$ cat src/rtl/count_window_sampler.sv
// Windowed count sampler: emits count_in growth per window_len cycles
// on a valid/ready output. Optional peak tracker: COUNT_WINDOW_SAMPLER_PEAK_EN.
//
// Ports:
//   clk, rst          : clock, synchronous active-high reset
//   count_in          : running upstream count
//   start, stop       : arm / end windowed sampling (stop has priority)
//   window_len        : window length in cycles, latched on accepted start
//   clear_overrun     : clears sticky overrun
//   delta_data/valid  : sample output, delta_ready accepts it
//   busy              : sampling in progress
//   overrun           : sticky, a sample was dropped
//   peak_delta        : (PEAK_EN) max delta loaded since rst/peak_clear
//   peak_clear        : (PEAK_EN) resets peak_delta

module count_window_sampler #(
  parameter int COUNTER_WIDTH = 32,
  parameter int WINDOW_WIDTH  = 24
) (
  input  logic                     clk,
  input  logic                     rst,
  input  logic [COUNTER_WIDTH-1:0] count_in,
  input  logic                     start,
  input  logic                     stop,
  input  logic [WINDOW_WIDTH-1:0]  window_len,
  input  logic                     clear_overrun,
  output logic [COUNTER_WIDTH-1:0] delta_data,
  output logic                     delta_valid,
  input  logic                     delta_ready,
  output logic                     busy,
`ifdef COUNT_WINDOW_SAMPLER_PEAK_EN
  output logic [COUNTER_WIDTH-1:0] peak_delta,
  input  logic                     peak_clear,
`endif
  output logic                     overrun
);

  typedef enum logic {
    IDLE    = 1'b0,
    RUNNING = 1'b1
  } state_t;

  state_t                   state_q, state_d;
  logic [WINDOW_WIDTH-1:0]  len_q, len_d;
  logic [WINDOW_WIDTH-1:0]  timer_q, timer_d;
  logic [COUNTER_WIDTH-1:0] base_q, base_d;
  logic [COUNTER_WIDTH-1:0] data_q, data_d;
  logic                     valid_q, valid_d;
  logic                     ovr_q, ovr_d;

  logic                     win_end;
  logic                     xfer;
  logic                     load;
  logic                     drop;
  logic [COUNTER_WIDTH-1:0] delta;

  // Modular subtraction makes upstream counter wrap transparent.
  assign delta   = count_in - base_q;
  assign win_end = (state_q == RUNNING) &&
                   (timer_q == len_q - WINDOW_WIDTH'(1));
  assign xfer    = valid_q && delta_ready;
  assign load    = win_end && (!valid_q || delta_ready);
  assign drop    = win_end && !load;

  always_comb begin
    state_d = state_q;
    len_d   = len_q;
    timer_d = timer_q;
    base_d  = base_q;
    unique case (state_q)
      IDLE: begin
        if (start && !stop) begin
          len_d   = (window_len == '0) ? WINDOW_WIDTH'(1) : window_len;
          base_d  = count_in;
          timer_d = '0;
          state_d = RUNNING;
        end
      end
      RUNNING: begin
        if (win_end) begin
          base_d  = count_in;
          timer_d = '0;
        end else begin
          timer_d = timer_q + WINDOW_WIDTH'(1);
        end
        // Partial window is discarded; a window-end sample still loads.
        if (stop) begin
          timer_d = '0;
          state_d = IDLE;
        end
      end
      default: state_d = IDLE;
    endcase
  end

  always_comb begin
    data_d  = data_q;
    valid_d = valid_q;
    ovr_d   = ovr_q;
    if (load) begin
      data_d  = delta;
      valid_d = 1'b1;
    end else if (xfer) begin
      valid_d = 1'b0;
    end
    if (clear_overrun) ovr_d = 1'b0;
    if (drop)          ovr_d = 1'b1;
  end

  always_ff @(posedge clk) begin
    if (rst) begin
      state_q <= IDLE;
      len_q   <= WINDOW_WIDTH'(1);
      timer_q <= '0;
      base_q  <= '0;
      data_q  <= '0;
      valid_q <= 1'b0;
      ovr_q   <= 1'b0;
    end else begin
      state_q <= state_d;
      len_q   <= len_d;
      timer_q <= timer_d;
      base_q  <= base_d;
      data_q  <= data_d;
      valid_q <= valid_d;
      ovr_q   <= ovr_d;
    end
  end

  assign delta_data  = data_q;
  assign delta_valid = valid_q;
  assign busy        = (state_q == RUNNING);
  assign overrun     = ovr_q;

`ifdef COUNT_WINDOW_SAMPLER_PEAK_EN
  logic [COUNTER_WIDTH-1:0] peak_q, peak_d;

  // Only loaded samples count; a clear coinciding with a load keeps it.
  always_comb begin
    peak_d = peak_q;
    if (peak_clear) peak_d = '0;
    if (load && (peak_clear || delta > peak_q)) peak_d = delta;
  end

  always_ff @(posedge clk) begin
    if (rst) peak_q <= '0;
    else     peak_q <= peak_d;
  end

  assign peak_delta = peak_q;
`endif

endmodule

$ cat config.mk
export PLATFORM = sky130hd
export DESIGN_NAME = count_window_sampler
export DESIGN_NICKNAME = d
export VERILOG_FILES = /design/src/rtl/count_window_sampler.sv
export SDC_FILE = /design/constraint.sdc
export NUM_CORES = 1
export LEC_CHECK = 0
export CORE_ASPECT_RATIO = 0.5
export CORE_MARGIN = 8
export CORE_UTILIZATION = 40
export CTS_BUF_LIST = sky130_fd_sc_hd__clkbuf_16
export DETAILED_ROUTE_END_ITERATION = 8
export GPL_TIMING_DRIVEN = 1
export PLACE_DENSITY_LB_ADDON = 0.05
export SYNTH_ARGS = -nofsm -noshare
export SYNTH_HDL_FRONTEND = slang
export SYNTH_SLANG_ARGS = --single-unit
$ cat constraint.sdc
create_clock -name clk -period 4.1 [get_ports clk]
set_clock_uncertainty 0.1 [all_clocks]
set_input_delay 0.82 -clock clk [delete_from_list [all_inputs] [get_ports clk]]
set_output_delay 0.82 -clock clk [all_outputs]
set_load 0.005 [all_outputs]
Yosys cells after proc, flatten, opt, wreduce, memory -nomap -nowiden
Cells that the tools add are included.
- memories: 0
- logic and storage cells: 43
- memory bits (read-only): 0
- flip-flop bits (word level): 115
- input bits: 62
- bits in writable memories: 0
- output and inout port bits: 35
- latch bits: 0
- reductions and logical operators: 14
- equal/unequal tests: 3
- $lt $le $gt $ge: 0
- shifts and indexed selects: 0
- multipliers: 0
- divide/modulo/power cells: 0
- muxes and demuxes: 15
- bitwise operators: 1
- add/sub/neg operators: 3
- operators with widths (kind ; number):
    2-to-1 mux 24 bit ; 4
    2-to-1 mux 32 bit ; 2
    case mux 32 bit (2 select lines) ; 1
    case mux 24 bit (2 select lines) ; 1
    subtractor 32 bit ; 1
    adder 24 x 1 -> 24 bit, second input constant ; 1
    equality test 24 bit ; 1
    logical NOT 24 bit ; 1
    subtractor 24 x 1 -> 24 bit, second input constant ; 1
    2-to-1 mux 1 bit ; 6
    logical AND 1 bit ; 5
    AND reduction 2 bit ; 2
    nonzero test 2 bit ; 2
    logical NOT 1 bit ; 3
    inequality test 2 x 1 -> 1 bit, second input constant ; 1
    inequality test 2 bit, second input constant ; 1
    case mux 1 bit (2 select lines) ; 1
    logical OR 1 bit ; 1
    NOT 1 bit ; 1

Depth between registers and ports, before layout
Gate-level depths: netlist (run 1).
- depth in word-level cells: 7
- gate-level depth with buffers: 14
- gate-level depth less buffers: 12

Least setup slack after synthesis (run 1)
No wires, ideal clock.
- path type: reg-to-reg
- start: register len_q[0]
- end: register timer_q[8]
- setup slack: 0.746 ns
- required time: 3.883 ns
- setup time: 0.117 ns
- clock period less this slack: 3.354 ns
- arrival: 3.137 ns
- stages on the path, launching flop included: 14
- path buffers: 3
- path through: dfxtp_1 -> inv_1 -> ha_1 -> clkbuf_1 -> nor4b_1 -> nand2_1 -> o21a_1 -> or3_1 -> a21o_1 -> a2111oi_4 -> nor3_1 -> buf_2 -> buf_2 -> a22o_1
- word-level cells in the longest chain between the ends: 6
- ends and longest elaborated chain (what ; RTL line ; text):
    start: declaration ; 44 ; logic [WINDOW_WIDTH-1:0] len_q, len_d;
    start signal: assignment ; 121 ; len_q <= len_d;
    subtractor 24 x 1 -> 24 bit ; 60 ; (timer_q == len_q - WINDOW_WIDTH'(1));
    equality test 24 bit ; 60 ;
    logical AND 1 bit ; 59 ; assign win_end = (state_q == RUNNING) &&
    2-to-1 mux 24 bit ; 80 ; if (win_end) begin
    2-to-1 mux 24 bit ; 87 ; if (stop) begin
    case mux 24 bit (2 select lines) ; 70 ; unique case (state_q)
    end signal: assignment ; 122 ; timer_q <= timer_d;
    end: declaration ; 45 ; logic [WINDOW_WIDTH-1:0] timer_q, timer_d;
No other way between the ends.
A chain may end at the register's enable or synchronous reset.

Final worst setup path (run 1)
- start: input count_in[0]
- end: register data_q[30], in the netlist delta_data[30]
- word-level cells in the longest chain between the ends: 1
- ends and longest elaborated chain (what ; RTL line ; text):
    start: declaration ; 22 ; input logic [COUNTER_WIDTH-1:0] count_in,
    subtractor 32 bit ; 58 ; assign delta = count_in - base_q;
    end signal: assignment ; 124 ; data_q <= data_d;
    end: declaration ; 47 ; logic [COUNTER_WIDTH-1:0] data_q, data_d;
No other way between the ends.

==> results of run 1 <==
-- registers in the layout, indices dropped and copies added (netlist names) --
register / flops
base_q: 32
busy: 1
overrun: 1
delta_data: 32
delta_valid: 1
timer_q: 24
len_q: 24
-- kinds of logic after synthesis --
| group | after synthesis |
|---|---|
| compound gates | 223 |
| simple gates | 350 |
| mux | 37 |
| buf+inv | 86 |
| flops | 115 |
| xor+xnor | 51 |
| fa+ha+maj | 34 |
-- per-stage QoR --
stage	std cells	setup slack [ns]	hold WS, ns
3_5_place_dp	1198	-0.0848	0.342
4_1_cts	1228	0.350	0.350
5_1_grt	1228	0.125	0.366
3_3_place_gp	1198	-0.0253	0.340
2_1_floorplan	896	0.746	0.348
6_report	1228	0.370	0.349
-- power breakdown --
part           total, mW  switching, mW  leakage [nW]  internal (mW)
combinational      0.583          0.306          2.28          0.276
sequential          1.18         0.0308         0.933           1.15
clock               1.37          0.510         0.277          0.863
-- layout make-up --
cell class / instances / area [µm²] / area share, %
tap: 234 / 293 / 3.31
timing repair buffer: 113 / 1110 / 12.6
inverter: 41 / 154 / 1.74
clock buffer: 17 / 425 / 4.81
sequential: 115 / 2300 / 26.0
clock inverter: 13 / 105 / 1.19
multi-input combinational: 695 / 4460 / 50.4
-- path summary, 6_finish.rpt --
kind               endpoint  slack (ns)  depth (start not counted)
min reg2reg   delta_data[6]        0.35                          2
max reg2reg  delta_data[20]        0.39                         11
min           delta_data[6]        0.35                          2
max          delta_data[30]        0.37                         13
-- synth_stat cells, types with 10 or more instances --
cell	instances	area, µm²
a21o_1	19	143
a21oi_1	91	455
a31oi_1	19	119
and3_1	15	93.8
clkbuf_1	31	116
dfxtp_1	115	2300
ha_1	33	413
inv_1	41	154
mux2i_1	35	350
nand2_1	131	492
nand2b_1	18	113
nand3_1	21	105
nor2_1	74	278
nor2b_1	10	62.6
nor3_1	16	80.1
nor4_1	11	68.8
o21ai_0	27	135
xnor2_1	25	219
xor2_1	25	219
-- layer usage --
metal | global-route usage, % | part of all wire [%] | wire length [µm] | vias to the layer above
li1 | - | - | - | 3350
met1 | 21.7 | 48 | 9140 | 3055
met2 | 28.1 | 47 | 8870 | 106
met3 | 3.91 | 3.5 | 656 | 20
met4 | 6.03 | 1.3 | 245 | 0
met5 | 0 | 0 | 0 | -
-- tightest hold or removal path, stage by stage, from the launching register on --
cell	delay, ns
dfxtp_1	0.31
nand2_1	0.05
a21oi_1	0.05
==> key figures, run 1 <==
Status
  • Status: finished, final reports clean

Critical path
  • Crit-path max cell delay: approximately 0.47 ns
  • Crit path required time: between 4 and 5 ns
  • Critical path buffers and inverters: 2
  • Crit-path cells: clkdlybuf4s50_1 -> inv_1 -> ha_1 -> fa_1 -> nor2b_1 -> o31a_1 -> o211ai_1 -> a211oi_1 -> nor2_1 -> a211oi_1 -> a211o_1 -> or4b_1 -> o311ai_1
  • Worst setup path class: primary input to register
  • Critical path launch point: count_in[0]
  • Crit path max fanout: 4
  • Slowest CP cell: clkdlybuf4s50_1
  • Cell mode on critical path: a211oi_1
  • CP Capture Type: register
  • Startpoint Class: primary input
  • Arrival @ worst endpoint: approximately 4.0 ns
  • R2R Path Start: len_q[0]
  • CP delay by family, top: compound AO/OA/AOI/OAI gates

Clock tree
  • Root buf cell: clkbuf_16
  • CTS tree: built
  • Hold_buf cts: 0
  • Post-CTS Setup Inserts: 0
  • Clk_lat worst skew: 0.42 ns
  • TritonCTS Sinks: 115
  • H-tree depth: 4
  • Post-CTS Resized: 0
  • CTS Buf Count: 17
  • Clock Tree Buf Depth: 2
  • CTS clk-pin slew, worst paths: approximately 0.050 ns

STA
  • Hold Fails Final Rpt: 0
  • Endpoints failing setup: 0
  • Fmax: 268 MHz
  • RSZ-0062 raised after global routing: no
  • Count of pins over their slew limit: 0
  • Fin crit share: roughly nine tenths
  • Setup TNS: 0 ns
  • Max-slew headroom: 41.4%
  • Worst Tran Pin Value: 0.874 ns
  • Tmin final: approximately 3.7 ns

Cells and area
  • Share of cells above drive strength 1: 6.14%
  • Finished Cell Area: between 8000 and 9000 µm²
  • Area Overhead vs Synth: 24.7%
  • Final #Nets: roughly 1100
  • Commonest non-fill, non-tap cell in the layout: nand2_1
  • Core Util, Final: between 50% and 60%
  • Diodes inserted: 0
  • Filler Cell Count: approximately 1700
  • Most frequent cells in the layout: 131 x nand2_1, 115 x dfxtp_1, 95 x clkdlybuf4s50_1, 91 x a21oi_1, 74 x nor2_1

Floorplan
  • Core area: between 15000 and 20000 µm²
  • Die area: between 20000 and 25000 µm²
  • Die H: around 110 µm
  • Num rows: 34
  • Die width: a little over 200 µm
  • I/O pin count: 97
  • Starting Density: between 40% and 50%

Synth
  • #FFs+latches synth: about 120
  • Synth Warn #: 0
  • Simple-Gate Fraction of Synth Area: 24.6%
  • Post-Synthesis Net Count: between 900 and 1000
  • Compound-gate portion of the synthesized area: between 20% and 30%
  • Top FF cell, synth: dfxtp_1
  • FFs w/ async S/R, synth: 0%
  • Syn Std Cell Area: 7100 µm²
  • Gate Count Post-Synth: about 900
  • Netlist cell types: 75
  • Sequential-to-total area share from yosys stat: between 30% and 40%
  • Mean Syn Cell Area: roughly 7.9 µm²
  • Synth Area in Adders: 6.10%
  • Post-synth EDFFs: 0
  • XOR/XNOR Fraction of Synth Area: under 10%
  • Largest family of logic cells by synthesized area: simple AND/OR/NAND/NOR gates
  • Mux contribution to synthesized area: around 5.3%

Routing
  • Initial DRC Count: 310
  • Remaining DRCs: 0
  • Detail-routed via count per cell: ~5.3
  • 1st-pass router iterations: 5
  • Total Routed Length: about 19000 µm
  • Total number of vias: about 6500
  • DRT antenna net count: 0
  • WL/cell: 15.4 µm

GRT
  • Vias in the first global route: 6127
  • Initial antenna violation count: 0
  • GRT Util Overall: between 10% and 20%
  • Largest net degree at the start of global routing: 65
  • First-pass GRT wire length: 31100 µm
  • Overflow after GRT: 0

Pwr
  • Leak: ~3.5 nW
  • Power, Total: about 3.1 mW
  • Worst vdd ir: just under 0.3 mV
  • Pwr/cell area: between 300 and 400 nW/µm²

Worst hold path
  • Hold Crit Start: delta_data[6]
  • Hold Path Class: register to register

Placement
  • Post-DP HPWL: between 10000 and 15000 µm
  • Post-DP Area: between 8000 and 9000 µm²
  • Routability cong.: around 0.88
  • IO buf count: 96

Run
  • Max-cap violations: 0
Power figures use the tool's default switching activity.
==> run 2, diff against run 1 <==
- SLEW_MARGIN: default -> 10
==> results of run 2 <==
No change in the layout: final DEF, timing and power equal those of run 1.
